### config.mk
export PLATFORM = sky130hd
export DESIGN_NAME = clock_divider_bank
export DESIGN_NICKNAME = d
export VERILOG_FILES = /design/src/rtl/clock_divider_bank.sv
export SDC_FILE = /design/constraint.sdc
export NUM_CORES = 1
export LEC_CHECK = 0
export CAP_MARGIN = 20
export CORE_UTILIZATION = 63
export DETAILED_ROUTE_END_ITERATION = 10
export PLACE_DENSITY = 0.88
export SYNTH_ARGS = -nofsm -noshare
export SYNTH_HDL_FRONTEND = slang
export SYNTH_SLANG_ARGS = --single-unit
### constraint.sdc
create_clock -name clk -period 4.25 [get_ports clk]
set_input_delay 0.6375 -clock clk [delete_from_list [all_inputs] [get_ports clk]]
set_output_delay 0.6375 -clock clk [all_outputs]
set_load 0.02 [all_outputs]
### src/rtl/clock_divider_bank.sv
// clock_divider_bank: bank of independent runtime-programmable clock dividers.
// Each channel counts system clocks up to its divisor and emits a one-cycle
// tick at every terminal count, plus either a 50 % toggled clock or a strobe.
// Divisor/mode writes to a running channel are held in a shadow register and
// take effect at the next terminal count so the current period is never cut.
module clock_divider_bank #(
  parameter int CHANNELS    = 4,
  parameter int WIDTH       = 25,
  parameter int DEFAULT_DIV = 25_000_000,
  localparam int CH_W       = (CHANNELS > 1) ? $clog2(CHANNELS) : 1
) (
  input  logic                clk,
  input  logic                reset,
  input  logic [CHANNELS-1:0] enable,
  input  logic                sync,
  input  logic                cfg_wr,
  input  logic [CH_W-1:0]     cfg_ch,
  input  logic [WIDTH-1:0]    cfg_div,
  input  logic                cfg_mode,
  output logic [CHANNELS-1:0] clk_out,
  output logic [CHANNELS-1:0] tick,
  output logic [CHANNELS-1:0] pending
);

  localparam logic [WIDTH-1:0] RESET_DIV = WIDTH'(DEFAULT_DIV);

  // Writes addressed past the last channel are dropped for every channel.
  logic cfg_in_range;
  assign cfg_in_range = ({1'b0, cfg_ch} < (CH_W + 1)'(CHANNELS));

  genvar gi;
  generate
    for (gi = 0; gi < CHANNELS; gi++) begin : g_chan
      logic [WIDTH-1:0] count_reg;
      logic [WIDTH-1:0] active_div_reg;
      logic [WIDTH-1:0] shadow_div_reg;
      logic             active_mode_reg;
      logic             shadow_mode_reg;
      logic             pending_reg;
      logic             clk_out_reg;
      logic             tick_reg;

      logic [WIDTH-1:0] last_count;
      logic             wr_hit;
      logic             idle;
      logic             terminal;
      logic             mode_next;

      // A divisor of 0 behaves like 1, so the last count is 0 in both cases.
      assign last_count = (active_div_reg == '0) ? '0 : active_div_reg - WIDTH'(1);
      assign wr_hit     = cfg_wr && cfg_in_range && (cfg_ch == CH_W'(gi));
      // Sync and a disabled channel both park the counter at 0 with outputs low.
      assign idle       = sync || !enable[gi];
      assign terminal   = (count_reg == last_count);
      // Mode that will be active after a terminal-count apply this cycle.
      assign mode_next  = wr_hit      ? cfg_mode :
                          pending_reg ? shadow_mode_reg : active_mode_reg;

      // Per-channel counter, configuration and output state.
      always_ff @(posedge clk) begin
        if (reset) begin
          count_reg       <= '0;
          active_div_reg  <= RESET_DIV;
          shadow_div_reg  <= RESET_DIV;
          active_mode_reg <= 1'b0;
          shadow_mode_reg <= 1'b0;
          pending_reg     <= 1'b0;
          clk_out_reg     <= 1'b0;
          tick_reg        <= 1'b0;
        end else if (idle) begin
          count_reg   <= '0;
          clk_out_reg <= 1'b0;
          tick_reg    <= 1'b0;
          pending_reg <= 1'b0;
          // A direct write outranks a waiting shadow value.
          if (wr_hit) begin
            active_div_reg  <= cfg_div;
            active_mode_reg <= cfg_mode;
          end else if (pending_reg) begin
            active_div_reg  <= shadow_div_reg;
            active_mode_reg <= shadow_mode_reg;
          end
        end else if (terminal) begin
          count_reg   <= '0;
          tick_reg    <= 1'b1;
          pending_reg <= 1'b0;
          if (!active_mode_reg && mode_next) begin
            clk_out_reg <= 1'b0;          // leaving toggle mode: start pulse mode low
          end else if (active_mode_reg) begin
            clk_out_reg <= 1'b1;          // pulse mode strobe
          end else begin
            clk_out_reg <= ~clk_out_reg;  // toggle mode half-period edge
          end
          if (wr_hit) begin
            active_div_reg  <= cfg_div;
            active_mode_reg <= cfg_mode;
          end else if (pending_reg) begin
            active_div_reg  <= shadow_div_reg;
            active_mode_reg <= shadow_mode_reg;
          end
        end else begin
          count_reg <= count_reg + WIDTH'(1);
          tick_reg  <= 1'b0;
          if (active_mode_reg) begin
            clk_out_reg <= 1'b0;
          end
          // Mid-period write: park it until the period completes.
          if (wr_hit) begin
            shadow_div_reg  <= cfg_div;
            shadow_mode_reg <= cfg_mode;
            pending_reg     <= 1'b1;
          end
        end
      end

      assign clk_out[gi] = clk_out_reg;
      assign tick[gi]    = tick_reg;
      assign pending[gi] = pending_reg;
    end
  endgenerate

endmodule

==> impl_metrics.env <==
export IMPL_status="complete, no violations"
export IMPL_critPathMaxFanout=14
export IMPL_period_needed_ps=4020
export IMPL_syn_inst=2407
export IMPL_p_sw_mw=1.73
export IMPL_switching_share_pct=24.5
export IMPL_cts_sinks=320
export IMPL_synth_compound_area_share_pct=17.4
export IMPL_grt_max_degree=102
export IMPL_pwr_share_comb_pct=9.6
export IMPL_totalWireLength_um=53300
export IMPL_num_vias=18200
export IMPL_synth_top_family_by_area="simple AND/OR/NAND/NOR gates"
export IMPL_synth_area_leaders="dfxtp_1 35%, nor2_1 7.1%, mux2i_1 4.9%, nand2_1 4.5%, xnor2_1 3.8%"
export IMPL_worstMarginPinSlew_ps=1010
export IMPL_synth_area_um2=18500
export IMPL_top_layer_used="met4"
export IMPL_syn_to_final_growth_pct=11.6
export IMPL_whs_ps=470
export IMPL_p_int_mw=5.34
export IMPL_ys_seq_area_share_pct=34.5
export IMPL_post_drt_via_cell_ratio=6.52
export IMPL_synthXorXnorAreaFrac_pct=7.45
export IMPL_grtUsageTotal_pct=34.6
export IMPL_grt_overflow_total=0
export IMPL_power_share_clock_pct=46.4
export IMPL_drtIter0Drc=2068
export IMPL_final_antenna_net_count=0
export IMPL_ys_async_sr_fraction_pct=0
export IMPL_post_dp_cell_area_um2=19400
export IMPL_setup_slack_ps=225
export IMPL_ys_seq_elements=320
export IMPL_hold_class="flop to flop"
export IMPL_p_total_mw=7.08
export IMPL_dpl_cell_count=2723
export IMPL_grt_pass1_vias=16800
export IMPL_met2_length_um=24200
export IMPL_rsz0062_at_grt="yes"
export IMPL_setup_viol=0
export IMPL_drc=0
export IMPL_core_um2=28900
export IMPL_max_stage_delay_ps=610
export IMPL_endpoint_kind="flop"
export IMPL_synth_edf_count=0
export IMPL_path_delay_family="simple AND/OR/NAND/NOR gates"
export IMPL_leakage_nw=7.17
export IMPL_synth_simple_area_share_pct=29.5
export IMPL_seqPwrFrac_pct=44.0
export IMPL_die_w_um=174
export IMPL_maxSlewHeadroom_pct=32.7
export IMPL_start_util_pct=64.3
export IMPL_reg2reg_from="g_chan[3].active_div_reg[13]"
export IMPL_cts_made_buffers=35
export IMPL_synth_area_leader_cell="dfxtp_1"
export IMPL_antenna_found_initial=0
export IMPL_start_kind="flop"
export IMPL_insertion_delay_ps=530
export IMPL_cts_buffer_depth=3
export IMPL_most_common_layout_cells="351 x nor2_1, 320 x dfxtp_1, 224 x nand2_1"
export IMPL_dieHeight_um=174
export IMPL_min_from="g_chan[2].shadow_div_reg[4]"
export IMPL_hpwl_um=37800
export IMPL_criticalPathCategory="flop to flop"
export IMPL_max_freq_mhz=248
export IMPL_diodes=0
export IMPL_rows=62
export IMPL_synthFlopType="dfxtp_1"
export IMPL_synthMuxAreaShare_pct=5.16
export IMPL_tns_ps=0
export IMPL_crit_required_ps=4620
export IMPL_reg2reg_to="g_chan[3].shadow_div_reg[2]"
export IMPL_crit_chain="nor4_2 > nand2_1 > or4_1 > xnor2_1 > o211ai_1 > or4b_1 > or4_4 > o21a_1 > buf_4 > nand3_1 > a21oi_1"
export IMPL_synth_net_count=2451
export IMPL_m1WireLength_um=22300
export IMPL_slowest_stage="or4_1"
export IMPL_detailroute_wirelength_met3_um=5020
export IMPL_num_io_pins=48
export IMPL_finalHoldViolCount=0
export IMPL_wl_per_cell_um=19.1
export IMPL_final_util_pct=71.7
export IMPL_synthAdderAreaFrac_pct=0.540
export IMPL_layout_commonest_cell="nor2_1"
export IMPL_p_per_area_nw_per_um2=342
export IMPL_path_depth=11
export IMPL_min_path_cells=2
export IMPL_dieArea_um2=30100
export IMPL_drive_above_1_share_pct=8.03
export IMPL_fin_skew_ps=17.6
export IMPL_nNetsFinal=2425
export IMPL_period_share_pct=94.7
export IMPL_cts_tree="done"
export IMPL_dp_slack_ps=37.5
export IMPL_grt_pass1_wl_um=85700
export IMPL_path_clk_slew_ps=60
export IMPL_reg2regPathDepth=11
export IMPL_syn_avg_cell_area_um2=7.71
export IMPL_arrival_ps=4390
export IMPL_cts_root_buf="clkbuf_16"
export IMPL_gp_congestion=1.01
export IMPL_min_to="g_chan[2].shadow_div_reg[4]"
export IMPL_final_cell_area_um2=20700
export IMPL_maxSlewViolCount=0
export IMPL_htree_levels=2
export IMPL_synth_cell_types=86
export IMPL_final_cells=2788
export IMPL_ir_drop_v=0.000320
export IMPL_maxCapViolations=0
export IMPL_r2r_setup_slack_ps=230
export IMPL_port_buffers=47
export IMPL_ys_warn_count=0
export IMPL_cp_buffers_inverters=1
export IMPL_dr_pass1_iters=8
export IMPL_yosysTopAreaCellShare_pct=34.5
==> final cells by class <==
cell class / count / area (um2)
Inverter: 51 / 191
Clock buffer: 48 / 1030
Fill cell: 2318 / 8160
Multi-Input combinational cell: 1848 / 11200
Sequential cell: 320 / 6410
Timing Repair Buffer: 125 / 1160
Clock inverter: 12 / 215
Tap cell: 384 / 480
==> routing by layer <==
layer | up-vias | GRT usage (%)
met5 | - | 0
met2 | 808 | 55.0
met1 | 8596 | 46.7
li1 | 8637 | -
met3 | 145 | 6.43
met4 | 0 | 12.6
==> cell usage after synthesis (all sizes together), types with 15 or more instances <==
| library cell | number |
|---|---|
| a311oi | 42 |
| nor2 | 353 |
| a211oi | 26 |
| or3 | 27 |
| nand2b | 19 |
| mux2i | 90 |
| nor2b | 19 |
| clkbuf | 138 |
| nand3 | 115 |
| xnor2 | 81 |
| o31ai | 15 |
| a21oi | 107 |
| inv | 51 |
| a31oi | 30 |
| buf | 50 |
| a41oi | 26 |
| nand2 | 224 |
| or4 | 34 |
| xor2 | 69 |
| or2 | 22 |
| and3 | 35 |
| nor3 | 135 |
| dfxtp | 320 |
| o21ai | 94 |
| nor4 | 48 |
| nand4 | 32 |
==> logic make-up after synthesis <==
logic type	after synthesis
AOI/OAI and AO/OA	469
xor gates and xnor gates	153
adders and majority gates	8
buffers and inverters	239
DFF	320
muxes	95
and+or+nand+nor	1123
==> worst max-delay path by stage <==
stage                                       startpoint                           end  slack [ps]
after global routing       g_chan[1].active_div_reg[0]   g_chan[1].active_div_reg[9]         -50
final                     g_chan[3].active_div_reg[13]   g_chan[3].shadow_div_reg[2]         230
after floorplan            g_chan[1].active_div_reg[0]  g_chan[1].active_div_reg[24]         380
after detailed placement   g_chan[1].active_div_reg[1]   g_chan[1].active_div_reg[4]          40
after CTS                  g_chan[1].active_div_reg[0]   g_chan[1].active_div_reg[9]          60
after global placement     g_chan[1].active_div_reg[0]  g_chan[1].active_div_reg[15]         100
==> power by group through the flow <==
| stage | Combinational, mW | Clock [mW] | Sequential (mW) |
|---|---|---|---|
| floorplan | 0.448 | 0 | 3.15 |
| global placement | 0.641 | 0 | 3.17 |
| detailed placement | 0.655 | 0 | 3.17 |
| global route | 0.735 | 3.43 | 3.12 |
| CTS | 0.661 | 3.30 | 3.11 |
| finish | 0.681 | 3.28 | 3.11 |
==> worst min-delay path: stages (launching register included) <==
cell     delay [ps]
dfxtp_1         310
nand2_1          50
mux2i_1          60
==> timing repair <==
item	CTS	global route
setup buffers	0	5
hold buffers	0	0
pin swaps	0	5
gates resized for setup	1	8
endpoints found under the setup margin	13	175
Note: power is estimated with default switching activity, not from simulation.
